`src/rtl/ps2_mouse_rx_if.sv`:
```
// ps2_mouse_rx_if
//   Bundles the PS/2 line inputs and the decoded cursor outputs of
//   ps2_mouse_rx.
//   master : the receiver (samples the PS/2 lines, drives the decoded outputs)
//   slave  : the environment (drives the PS/2 lines, consumes the outputs)
//   Signals:
//     ps2_clk, ps2_data  raw asynchronous PS/2 lines
//     delta_x, delta_y   5-bit two's-complement steps (+right / +down)
//     clk_cursor         one-cycle strobe per valid packet
//     prev_clk_cursor    clk_cursor delayed by one clk
//     btn_left/right     button state from the last valid packet
//     pkt_err            one-cycle strobe on framing/parity/timeout error
`timescale 1ns/1ps
interface ps2_mouse_rx_if;
    logic       ps2_clk;
    logic       ps2_data;
    logic [4:0] delta_x;
    logic [4:0] delta_y;
    logic       clk_cursor;
    logic       prev_clk_cursor;
    logic       btn_left;
    logic       btn_right;
    logic       pkt_err;

    modport master (
        input  ps2_clk, ps2_data,
        output delta_x, delta_y, clk_cursor, prev_clk_cursor,
               btn_left, btn_right, pkt_err
    );

    modport slave (
        output ps2_clk, ps2_data,
        input  delta_x, delta_y, clk_cursor, prev_clk_cursor,
               btn_left, btn_right, pkt_err
    );
endinterface

```
`src/rtl/ps2_mouse_rx.sv`:
```
// ps2_mouse_rx
//   Receives the PS/2 mouse stream, assembles 3-byte movement packets and
//   turns each into scaled, saturated 5-bit per-axis deltas in screen
//   orientation, plus the clk_cursor / prev_clk_cursor strobe pair used by
//   the downstream cursor mover.
//   Ports:
//     clk    system clock
//     clr_n  asynchronous active-low reset
//     bus    ps2_mouse_rx_if.master (PS/2 lines in, decoded outputs out)
//   Parameters:
//     SHIFT           arithmetic right shift on raw counts (speed divider)
//     TIMEOUT_CYCLES  clk cycles without a ps2_clk fall before a frame is dropped
//     SYNC_STAGES     synchroniser depth on ps2_clk / ps2_data
`timescale 1ns/1ps
module ps2_mouse_rx #(
    parameter int SHIFT          = 2,
    parameter int TIMEOUT_CYCLES = 100000,
    parameter int SYNC_STAGES    = 2
) (
    input logic           clk,
    input logic           clr_n,
    ps2_mouse_rx_if.master bus
);

    localparam int TO_W = $clog2(TIMEOUT_CYCLES + 1);

    typedef enum logic [1:0] {S_IDLE, S_DATA, S_PARITY, S_STOP} state_t;

    // Raw 9-bit count -> 11-bit signed in screen orientation. Negating first
    // keeps -(-256) = +256 representable; overflow forces full scale by the
    // post-orientation sign.
    function automatic logic signed [10:0] orient(input logic       sign,
                                                  input logic [7:0] low,
                                                  input logic       ovf,
                                                  input logic       flip);
        logic signed [10:0] v;
        v = signed'({{3{sign}}, low});
        if (flip)
            v = -v;
        if (ovf)
            v = v[10] ? 11'sb100_0000_0000 : 11'sb011_1111_1111;
        return v;
    endfunction

    function automatic logic signed [4:0] scale_sat(input logic signed [10:0] v);
        logic signed [10:0] s;
        s = v >>> SHIFT;
        if (s > 11'sd15)
            return 5'sd15;
        else if (s < -11'sd16)
            return -5'sd16;
        else
            return signed'(s[4:0]);
    endfunction

    // ---------------------------------------------------------------
    // Input synchronisers and falling-edge detect
    // ---------------------------------------------------------------
    logic [SYNC_STAGES-1:0] clk_sync;
    logic [SYNC_STAGES-1:0] data_sync;
    logic                   clk_prev;
    logic                   clk_s;
    logic                   bit_in;
    logic                   fall;

    // Lines idle high, so the chain resets to 1 to avoid a false edge.
    always_ff @(posedge clk or negedge clr_n) begin
        if (!clr_n) begin
            clk_sync  <= '1;
            data_sync <= '1;
            clk_prev  <= 1'b1;
        end else begin
            clk_sync[0]  <= bus.ps2_clk;
            data_sync[0] <= bus.ps2_data;
            for (int i = 1; i < SYNC_STAGES; i++) begin
                clk_sync[i]  <= clk_sync[i-1];
                data_sync[i] <= data_sync[i-1];
            end
            clk_prev <= clk_s;
        end
    end

    assign clk_s  = clk_sync[SYNC_STAGES-1];
    assign bit_in = data_sync[SYNC_STAGES-1];
    assign fall   = clk_prev & ~clk_s;

    // ---------------------------------------------------------------
    // Bit FSM: state register / next state / strobes
    // ---------------------------------------------------------------
    state_t          state;
    state_t          state_nxt;
    logic [2:0]      bitcnt;
    logic [TO_W-1:0] to_cnt;
    logic [7:0]      shift_reg;
    logic            parity_bit;
    logic [1:0]      byte_idx;
    logic            timeout;
    logic            parity_ok;
    logic            byte_ok;
    logic            frame_err;
    logic            pkt_done;

    assign timeout   = (state != S_IDLE) && !fall &&
                       (to_cnt == TO_W'(TIMEOUT_CYCLES - 1));
    assign parity_ok = ^{shift_reg, parity_bit};

    always_ff @(posedge clk or negedge clr_n) begin
        if (!clr_n)
            state <= S_IDLE;
        else
            state <= state_nxt;
    end

    always_comb begin
        state_nxt = state;
        if (timeout) begin
            state_nxt = S_IDLE;
        end else if (fall) begin
            case (state)
                S_IDLE:   if (!bit_in) state_nxt = S_DATA;
                S_DATA:   if (bitcnt == 3'd7) state_nxt = S_PARITY;
                S_PARITY: state_nxt = S_STOP;
                S_STOP:   state_nxt = S_IDLE;
                default:  state_nxt = S_IDLE;
            endcase
        end
    end

    always_comb begin
        byte_ok   = 1'b0;
        frame_err = 1'b0;
        pkt_done  = 1'b0;
        if (state == S_STOP && fall) begin
            byte_ok   = bit_in & parity_ok;
            frame_err = ~(bit_in & parity_ok);
        end
        pkt_done = byte_ok && (byte_idx == 2'd2);
    end

    // Bit counter, inactivity counter and byte index are control state.
    always_ff @(posedge clk or negedge clr_n) begin
        if (!clr_n) begin
            bitcnt   <= '0;
            to_cnt   <= '0;
            byte_idx <= '0;
        end else begin
            if (state == S_IDLE || fall)
                to_cnt <= '0;
            else
                to_cnt <= to_cnt + 1'b1;

            if (state == S_IDLE)
                bitcnt <= '0;
            else if (state == S_DATA && fall)
                bitcnt <= bitcnt + 1'b1;

            if (timeout || frame_err) begin
                byte_idx <= '0;
            end else if (byte_ok) begin
                case (byte_idx)
                    // A header without bit3 set is a misaligned byte: stay
                    // at index 0 until a plausible header appears.
                    2'd0:    byte_idx <= shift_reg[3] ? 2'd1 : 2'd0;
                    2'd1:    byte_idx <= 2'd2;
                    default: byte_idx <= 2'd0;
                endcase
            end
        end
    end

    // ---------------------------------------------------------------
    // Byte capture (data path, not reset)
    // ---------------------------------------------------------------
    logic       hdr_l, hdr_r, hdr_xs, hdr_ys, hdr_xo, hdr_yo;
    logic [7:0] byte1;

    always_ff @(posedge clk) begin
        if (state == S_DATA && fall)
            shift_reg <= {bit_in, shift_reg[7:1]};
        if (state == S_PARITY && fall)
            parity_bit <= bit_in;
        if (byte_ok && byte_idx == 2'd0) begin
            hdr_l  <= shift_reg[0];
            hdr_r  <= shift_reg[1];
            hdr_xs <= shift_reg[4];
            hdr_ys <= shift_reg[5];
            hdr_xo <= shift_reg[6];
            hdr_yo <= shift_reg[7];
        end
        if (byte_ok && byte_idx == 2'd1)
            byte1 <= shift_reg;
    end

    // ---------------------------------------------------------------
    // Stage p0: delta arithmetic on byte-2 completion (shift_reg = byte 2)
    // ---------------------------------------------------------------
    logic signed [4:0] dx_p0;
    logic signed [4:0] dy_p0;
    logic              vld_p0;

    assign dx_p0  = scale_sat(orient(hdr_xs, byte1,     hdr_xo, 1'b0));
    assign dy_p0  = scale_sat(orient(hdr_ys, shift_reg, hdr_yo, 1'b1));
    assign vld_p0 = pkt_done;

    // ---------------------------------------------------------------
    // Stage p1: registered outputs and strobes
    // ---------------------------------------------------------------
    always_ff @(posedge clk or negedge clr_n) begin
        if (!clr_n) begin
            bus.delta_x         <= '0;
            bus.delta_y         <= '0;
            bus.btn_left        <= 1'b0;
            bus.btn_right       <= 1'b0;
            bus.clk_cursor      <= 1'b0;
            bus.prev_clk_cursor <= 1'b0;
            bus.pkt_err         <= 1'b0;
        end else begin
            if (vld_p0) begin
                bus.delta_x   <= dx_p0;
                bus.delta_y   <= dy_p0;
                bus.btn_left  <= hdr_l;
                bus.btn_right <= hdr_r;
            end
            bus.clk_cursor      <= vld_p0;
            bus.prev_clk_cursor <= bus.clk_cursor;
            // Errors come from a failed STOP sample or a timeout; neither
            // can coincide with a good byte-2 STOP sample.
            bus.pkt_err         <= frame_err | timeout;
        end
    end

endmodule

```
`src/flat_wrapper.sv`:
```
// flat-port wrapper written by rule: the top's interface ports become plain ports
module ps2_mouse_rx_flat 
#(
    parameter int SHIFT          = 2,
    parameter int TIMEOUT_CYCLES = 100000,
    parameter int SYNC_STAGES    = 2
)
  (clk, clr_n, bus_ps2_clk, bus_ps2_data, bus_delta_x, bus_delta_y, bus_clk_cursor, bus_prev_clk_cursor, bus_btn_left, bus_btn_right, bus_pkt_err);
  ps2_mouse_rx_if bus_i ();
  input logic clk;
  input logic clr_n;
  input wire logic [$bits(bus_i.ps2_clk)-1:0] bus_ps2_clk;
  input wire logic [$bits(bus_i.ps2_data)-1:0] bus_ps2_data;
  output wire logic [$bits(bus_i.delta_x)-1:0] bus_delta_x;
  output wire logic [$bits(bus_i.delta_y)-1:0] bus_delta_y;
  output wire logic [$bits(bus_i.clk_cursor)-1:0] bus_clk_cursor;
  output wire logic [$bits(bus_i.prev_clk_cursor)-1:0] bus_prev_clk_cursor;
  output wire logic [$bits(bus_i.btn_left)-1:0] bus_btn_left;
  output wire logic [$bits(bus_i.btn_right)-1:0] bus_btn_right;
  output wire logic [$bits(bus_i.pkt_err)-1:0] bus_pkt_err;
  assign bus_i.ps2_clk = bus_ps2_clk;
  assign bus_i.ps2_data = bus_ps2_data;
  assign bus_delta_x = bus_i.delta_x;
  assign bus_delta_y = bus_i.delta_y;
  assign bus_clk_cursor = bus_i.clk_cursor;
  assign bus_prev_clk_cursor = bus_i.prev_clk_cursor;
  assign bus_btn_left = bus_i.btn_left;
  assign bus_btn_right = bus_i.btn_right;
  assign bus_pkt_err = bus_i.pkt_err;
  ps2_mouse_rx #(.SHIFT(SHIFT), .TIMEOUT_CYCLES(TIMEOUT_CYCLES), .SYNC_STAGES(SYNC_STAGES)) u_core (.clk(clk), .clr_n(clr_n), .bus(bus_i));
endmodule
```
`config.mk`:
```
export PLATFORM = sky130hd
export DESIGN_NAME = ps2_mouse_rx_flat
export DESIGN_NICKNAME = d
export VERILOG_FILES = /design/src/rtl/ps2_mouse_rx_if.sv /design/src/rtl/ps2_mouse_rx.sv /design/src/flat_wrapper.sv
export SDC_FILE = /design/constraint.sdc
export NUM_CORES = 1
export LEC_CHECK = 0
export CAP_MARGIN = 10
export CELL_PAD_IN_SITES_DETAIL_PLACEMENT = 0
export CELL_PAD_IN_SITES_GLOBAL_PLACEMENT = 1
export CORE_ASPECT_RATIO = 1.2
export CORE_MARGIN = 2
export CORE_UTILIZATION = 35
export DETAILED_ROUTE_END_ITERATION = 16
export PLACE_DENSITY = 0.69
export SKIP_CTS_REPAIR_TIMING = 1
export SYNTH_ARGS = -nofsm -noshare
export SYNTH_HDL_FRONTEND = slang
export SYNTH_SLANG_ARGS = --single-unit
```
`constraint.sdc`:
```
create_clock -name clk -period 3.43 [get_ports clk]
set_clock_uncertainty 0.1 [all_clocks]
set_input_delay 0.686 -clock clk [delete_from_list [all_inputs] [get_ports clk]]
set_output_delay 0.686 -clock clk [all_outputs]
set_load 0.005 [all_outputs]
```
# ---- Word level (Yosys, flattened, before mapping)
# Index checks and enable logic that the tools add are counted.
dict set report word_totals {
  register_bits 67
  word_cells 85
}
dict set report classes {
  n_addsub 3
  magnitude_cmp 4
  n_eq_ne 9
  mux 22
  n_bitwise 5
  reduce_logical 19
}
# cell count
set op_table {}
lappend op_table {{$mux 11} 4}
lappend op_table {{$mux 5} 4}
lappend op_table {{$gt 9x5->1 const B} 2}
lappend op_table {{$lt 9x5->1 const B} 2}
lappend op_table {{$add 17x1->17 const B} 1}
lappend op_table {{$eq 17x17->1 const B} 1}
lappend op_table {{$mux 17} 1}
lappend op_table {{$mux 2} 6}
lappend op_table {{$neg 9->11} 1}
lappend op_table {{$reduce_xor 9->1} 1}
lappend op_table {{$logic_and 1x1->1} 8}
lappend op_table {{$pmux 2 s4} 1}
lappend op_table {{$reduce_bool 2->1} 4}
lappend op_table {{$eq 2x2->1 const B} 3}
lappend op_table {{$mux 3} 2}
lappend op_table {{$eq 2x1->1 const B} 2}
lappend op_table {{$logic_not 2->1} 2}
lappend op_table {{$pmux 2 s2} 1}
lappend op_table {{$add 3x1->3 const B} 1}
lappend op_table {{$eq 3x3->1 const B} 1}
lappend op_table {{$mux 1} 3}
lappend op_table {{$ne 3x1->1 const B} 1}
lappend op_table {{$ne 3x3->1 const B} 1}
lappend op_table {{$reduce_and 3->1} 1}
lappend op_table {{5 further kinds} 8}

# ---- Depth between registers and ports, before layout
dict set report logic_depth {
  word_depth 7
  ltp_mapped 8
}

# ---- Worst setup path before layout
# OpenSTA, ideal clock, no wires.
dict set report synth_path {
  kind {register to register}
  start {register u_core.shift_reg[1]}
  end {register u_core.hdr_l, enable pin}
  setup_ns 0.386
  arrival_time_ns 1.975
  required_ns 2.944
  slack_ns 0.969
  stages_incl_launch_ff 7
  n_path_buf 0
  cell_sequence {edfxtp_1 -> inv_1 -> ha_1 -> xnor2_1 -> xnor3_2 -> nand2_1 -> nor4_1}
}
dict set report synth_between {
  elab_chain_cells 4
}
# item line_no
set synth_lines {}
lappend synth_lines {{start: declaration} ps2_mouse_rx.sv:94} ;# logic [7:0] shift_reg;
lappend synth_lines {{start signal: assignment} ps2_mouse_rx.sv:179} ;# shift_reg <= {bit_in, shift_reg[7:1]};
lappend synth_lines {{$reduce_xor 9->1} ps2_mouse_rx.sv:105} ;# assign parity_ok = ^{shift_reg, parity_bit};
lappend synth_lines {{$and 1x1->1} ps2_mouse_rx.sv:134} ;# byte_ok = bit_in & parity_ok;
lappend synth_lines {{$mux 1} ps2_mouse_rx.sv:133} ;# if (state == S_STOP && fall) begin
lappend synth_lines {{$logic_and 1x1->1} ps2_mouse_rx.sv:182} ;# if (byte_ok && byte_idx == 2'd0) begin
lappend synth_lines {{end signal: assignment} ps2_mouse_rx.sv:183} ;# hdr_l <= shift_reg[0];
lappend synth_lines {{end: declaration} ps2_mouse_rx.sv:174} ;# logic hdr_l, hdr_r, hdr_xs, hdr_ys, hdr_xo, hdr_yo;
# Every way passes these cells.
# A chain may end at the register's enable or synchronous reset.

# ---- Worst setup path after layout
dict set report layout_path {
  start {register u_core.shift_reg[1]}
  end {register u_core.bus.delta_y[3]}
}
dict set report layout_between {
  elab_chain_cells 6
}
# item line_no
set layout_lines {}
lappend layout_lines {{$neg 9->11} ps2_mouse_rx.sv:39} ;# v = -v;
lappend layout_lines {{$mux 11} ps2_mouse_rx.sv:41} ;# v = v[10] ? 11'sb100_0000_0000 : 11'sb011_1111_1111;
lappend layout_lines {{$mux 11} ps2_mouse_rx.sv:40} ;# if (ovf)
lappend layout_lines {{$lt 9x5->1} ps2_mouse_rx.sv:50} ;# else if (s < -11'sd16)
lappend layout_lines {{$mux 5} ps2_mouse_rx.sv:50}
lappend layout_lines {{$mux 5} ps2_mouse_rx.sv:48} ;# if (s > 11'sd15)
lappend layout_lines {{end signal: assignment} ps2_mouse_rx.sv:220} ;# bus.delta_y <= dy_p0;
lappend layout_lines {{end: declaration} ps2_mouse_rx_if.sv:27} ;# output delta_x, delta_y, clk_cursor, prev_clk_cursor,
# Several ways; a longest one is shown, not always the timed one.

==> results.tsv <==
stage	metric	value	unit
synth	Async SR Flop Fraction	0.677	
route	post-route ant nets	0	
route	Post-route DRC	0	
route	Iter 0 DRT Violations	63	
worst_setup_path	critical path's slowest cell	nor4b_4	
sta	Worst Setup Slack, final	858	ps
layout	synth-to-layout area growth	15.6	%
floorplan	Ports	19	
worst_setup_path	Crit Path Class	flop to flop	
synth	Cell variety after synth	50	
sta	Final period util	0.750	
run_status	status	complete, no violations	
power	Power Internal	1.24	mW
placement	area post-placement	0.00338	mm2
floorplan	Initial Util	0.360	
sta	Slew Viols, Final	0	
layout	fin area	0.00354	mm2
synth	synthesis-stage register bit count	65	
placement	Final Wtd Congestion	0.743	
route	vias per inst	4.85	
power	Psw	469	uW
layout	max FFs per register	17	
worst_setup_path	critical path, cell by cell	inv_1 -> ha_1 -> xnor2_1 -> xnor3_2 -> nor4b_4 -> o41ai_2 -> o22a_2	
power	Lkg Pwr	1.45	nW
power	Clock power frac	0.322	
floorplan	Die Height	106	um
worst_setup_path	CP Buf/Inv Count	1	
worst_setup_path	CP arrival	2700	ps
sta	Tightest Pin Transition	995	ps
sta	Fin. Hold Viols	0	
worst_setup_path	Largest stage delay, worst path	530	ps
global_routing	Total GRT Usage	0.130	
synth	Synth Area per Inst	11.3	um2
worst_setup_path	Setup crit start kind	flop	
synth	Yosys warnings	0	
clocking	CTS tree	built	
global_routing	total grt overflow	0	
placement	Placement Setup Slack	846	ps
clocking	clock buffer count from CTS	9	
clocking	Root Buffer	clkbuf_8	
sta	Slew HR	0.337	
clocking	Worst-path clk slew	70	ps
global_routing	vias in the first global route	2042	
sta	RSZ-0062 raised after global routing	no	
layout	most common cell after layout, fill and taps aside	dfrtp_1	
synth	Seq/Total Area, Yosys	0.567	
power	power density cells	482	mW/mm2
synth	syn nets	287	
floorplan	Die ar.	0.00952	mm2
sta	# setup viols final	0	
route	drt first pass iters	4	
clocking	clock buffer depth	2	
layout	final core occ	0.416	
global_routing	largest net degree at the start of global routing	45	
run	Max Cap Viol	0	
floorplan	Die X	89.4	um
synth	Mapped Cells	271	
power	peak supply drop	0.195	mV
clocking	CTS sink count	65	
layout	layout cells sized above 1	0.123	
route	final WL	5.44	mm
layout	most frequent cells in the layout	dfrtp_1, nor2_1, nand2_1, edfxtp_1, a21oi_1	
synth	Post-synth EDFFs	21	
synth	Post-Syn Area	0.00306	mm2
worst_setup_path	CP max FO	9	
global_routing	initial antenna violation count	0	
power	sw frac	0.275	
route	via count	2034	
power	combinational group share of total power	0.144	
global_routing	wire length of the first global-routing pass	9.46	mm
power	Sequential Power Share	0.534	
floorplan	# rows	37	
clocking	Worst-Skew Late Latency	330	ps
sta	final setup TNS	0	ps
worst_setup_path	critical path's top delay family	XOR/XNOR gates	
sta	f_max	389	MHz
route	Routed wire per std cell	13.0	um
placement	DP Wirelength	3.85	mm
worst_setup_path	Worst EP required	3550	ps
floorplan	core box area	0.00852	mm2
layout	Diodes inserted	0	
clocking	H-tree depth	3	
worst_setup_path	Worst Setup End Kind	flop	
placement	I/O Buffers	18	
sta	fin crit period	2570	ps
layout	Nets	313	
synth	ys flop type	dfrtp_1	
min_path	worst hold path type	flop to flop	
power	total power	1.71	mW
[area by class of cell]
cell class / instances / area (um2)
multi-input cells: 184 / 1230
well taps: 117 / 146
fillers: 873 / 4980
inverters: 16 / 60.1
clock inverters: 4 / 18.8
clock buffers: 12 / 145
flip-flops and latches: 65 / 1740
repair buffers: 21 / 198
[stage by stage]
step / std cells / hold WS (ps)
after floorplan: 271 / 245
after global placement: 403 / 247
after detailed placement: 403 / 247
after CTS: 419 / 257
after global routing: 419 / 260
final: 419 / 255
[routing by layer]
metal | share of wire | track usage | vias up
met5 | 0 | 0 | -
met4 | 0.018 | 0.0576 | 0
met3 | 0.031 | 0.0349 | 10
met2 | 0.50 | 0.216 | 28
met1 | 0.45 | 0.154 | 977
li1 | - | - | 1019
[final timing paths]
path	end	cells after the start	from	slack, ps
worst max-delay path	u_core.bus.delta_y[3]$_DFFE_PN0P_	7	u_core.shift_reg[1]$_DFFE_PP_	860
worst min-delay path	u_core.data_sync[1]$_DFF_PN1_	0	u_core.data_sync[0]$_DFF_PN1_	260
worst max register to register	u_core.bus.delta_y[3]$_DFFE_PN0P_	7	u_core.shift_reg[1]$_DFFE_PP_	860
worst min register to register	u_core.data_sync[1]$_DFF_PN1_	0	u_core.data_sync[0]$_DFF_PN1_	260
max in group asynchronous	u_core.to_cnt[4]$_DFF_PN0_	1	clr_n	2200
min in group asynchronous	u_core.bus.delta_x[2]$_DFFE_PN0P_	1	clr_n	420
[synth_stat cells (all sizes together) (2+ instances only)]
cell	count	share of area
dfstp	5	0.043
inv	16	0.020
mux2	4	0.015
a211oi	6	0.015
dfrtp	39	0.32
or3	4	0.0086
nand3	7	0.011
xor2	10	0.029
nor2b	2	0.0041
o22a	4	0.012
o21ai	5	0.0082
xnor2	10	0.029
clkbuf	4	0.0049
a21oi	20	0.033
ha	12	0.049
edfxtp	21	0.21
nand2	25	0.031
nor4	7	0.018
nand4	6	0.012
nor2	29	0.036
or2	2	0.0041
buf	2	0.0049
and2	2	0.0041
nor3	4	0.0065
and3	4	0.0082
[power by group through the flow]
stage | sequential [mW] | combinational [mW] | clock [mW]
floorplan | 0.911 | 0.194 | 0
global placement | 0.923 | 0.248 | 0
detailed placement | 0.926 | 0.253 | 0
CTS | 0.912 | 0.254 | 0.574
global route | 0.918 | 0.283 | 0.609
finish | 0.910 | 0.246 | 0.549
[cell families (layout without fill, tap and decap cells)]
family / after synthesis / after routing / synth area share
mux: 4 / 4 / 0.0147
buf+inv: 22 / 53 / 0.0294
compound gates: 47 / 47 / 0.103
fa+ha+maj: 12 / 12 / 0.0490
simple gates: 100 / 100 / 0.172
flops: 65 / 65 / 0.567
xor+xnor: 21 / 21 / 0.0649
Note: power is estimated with default switching activity, not from simulation.
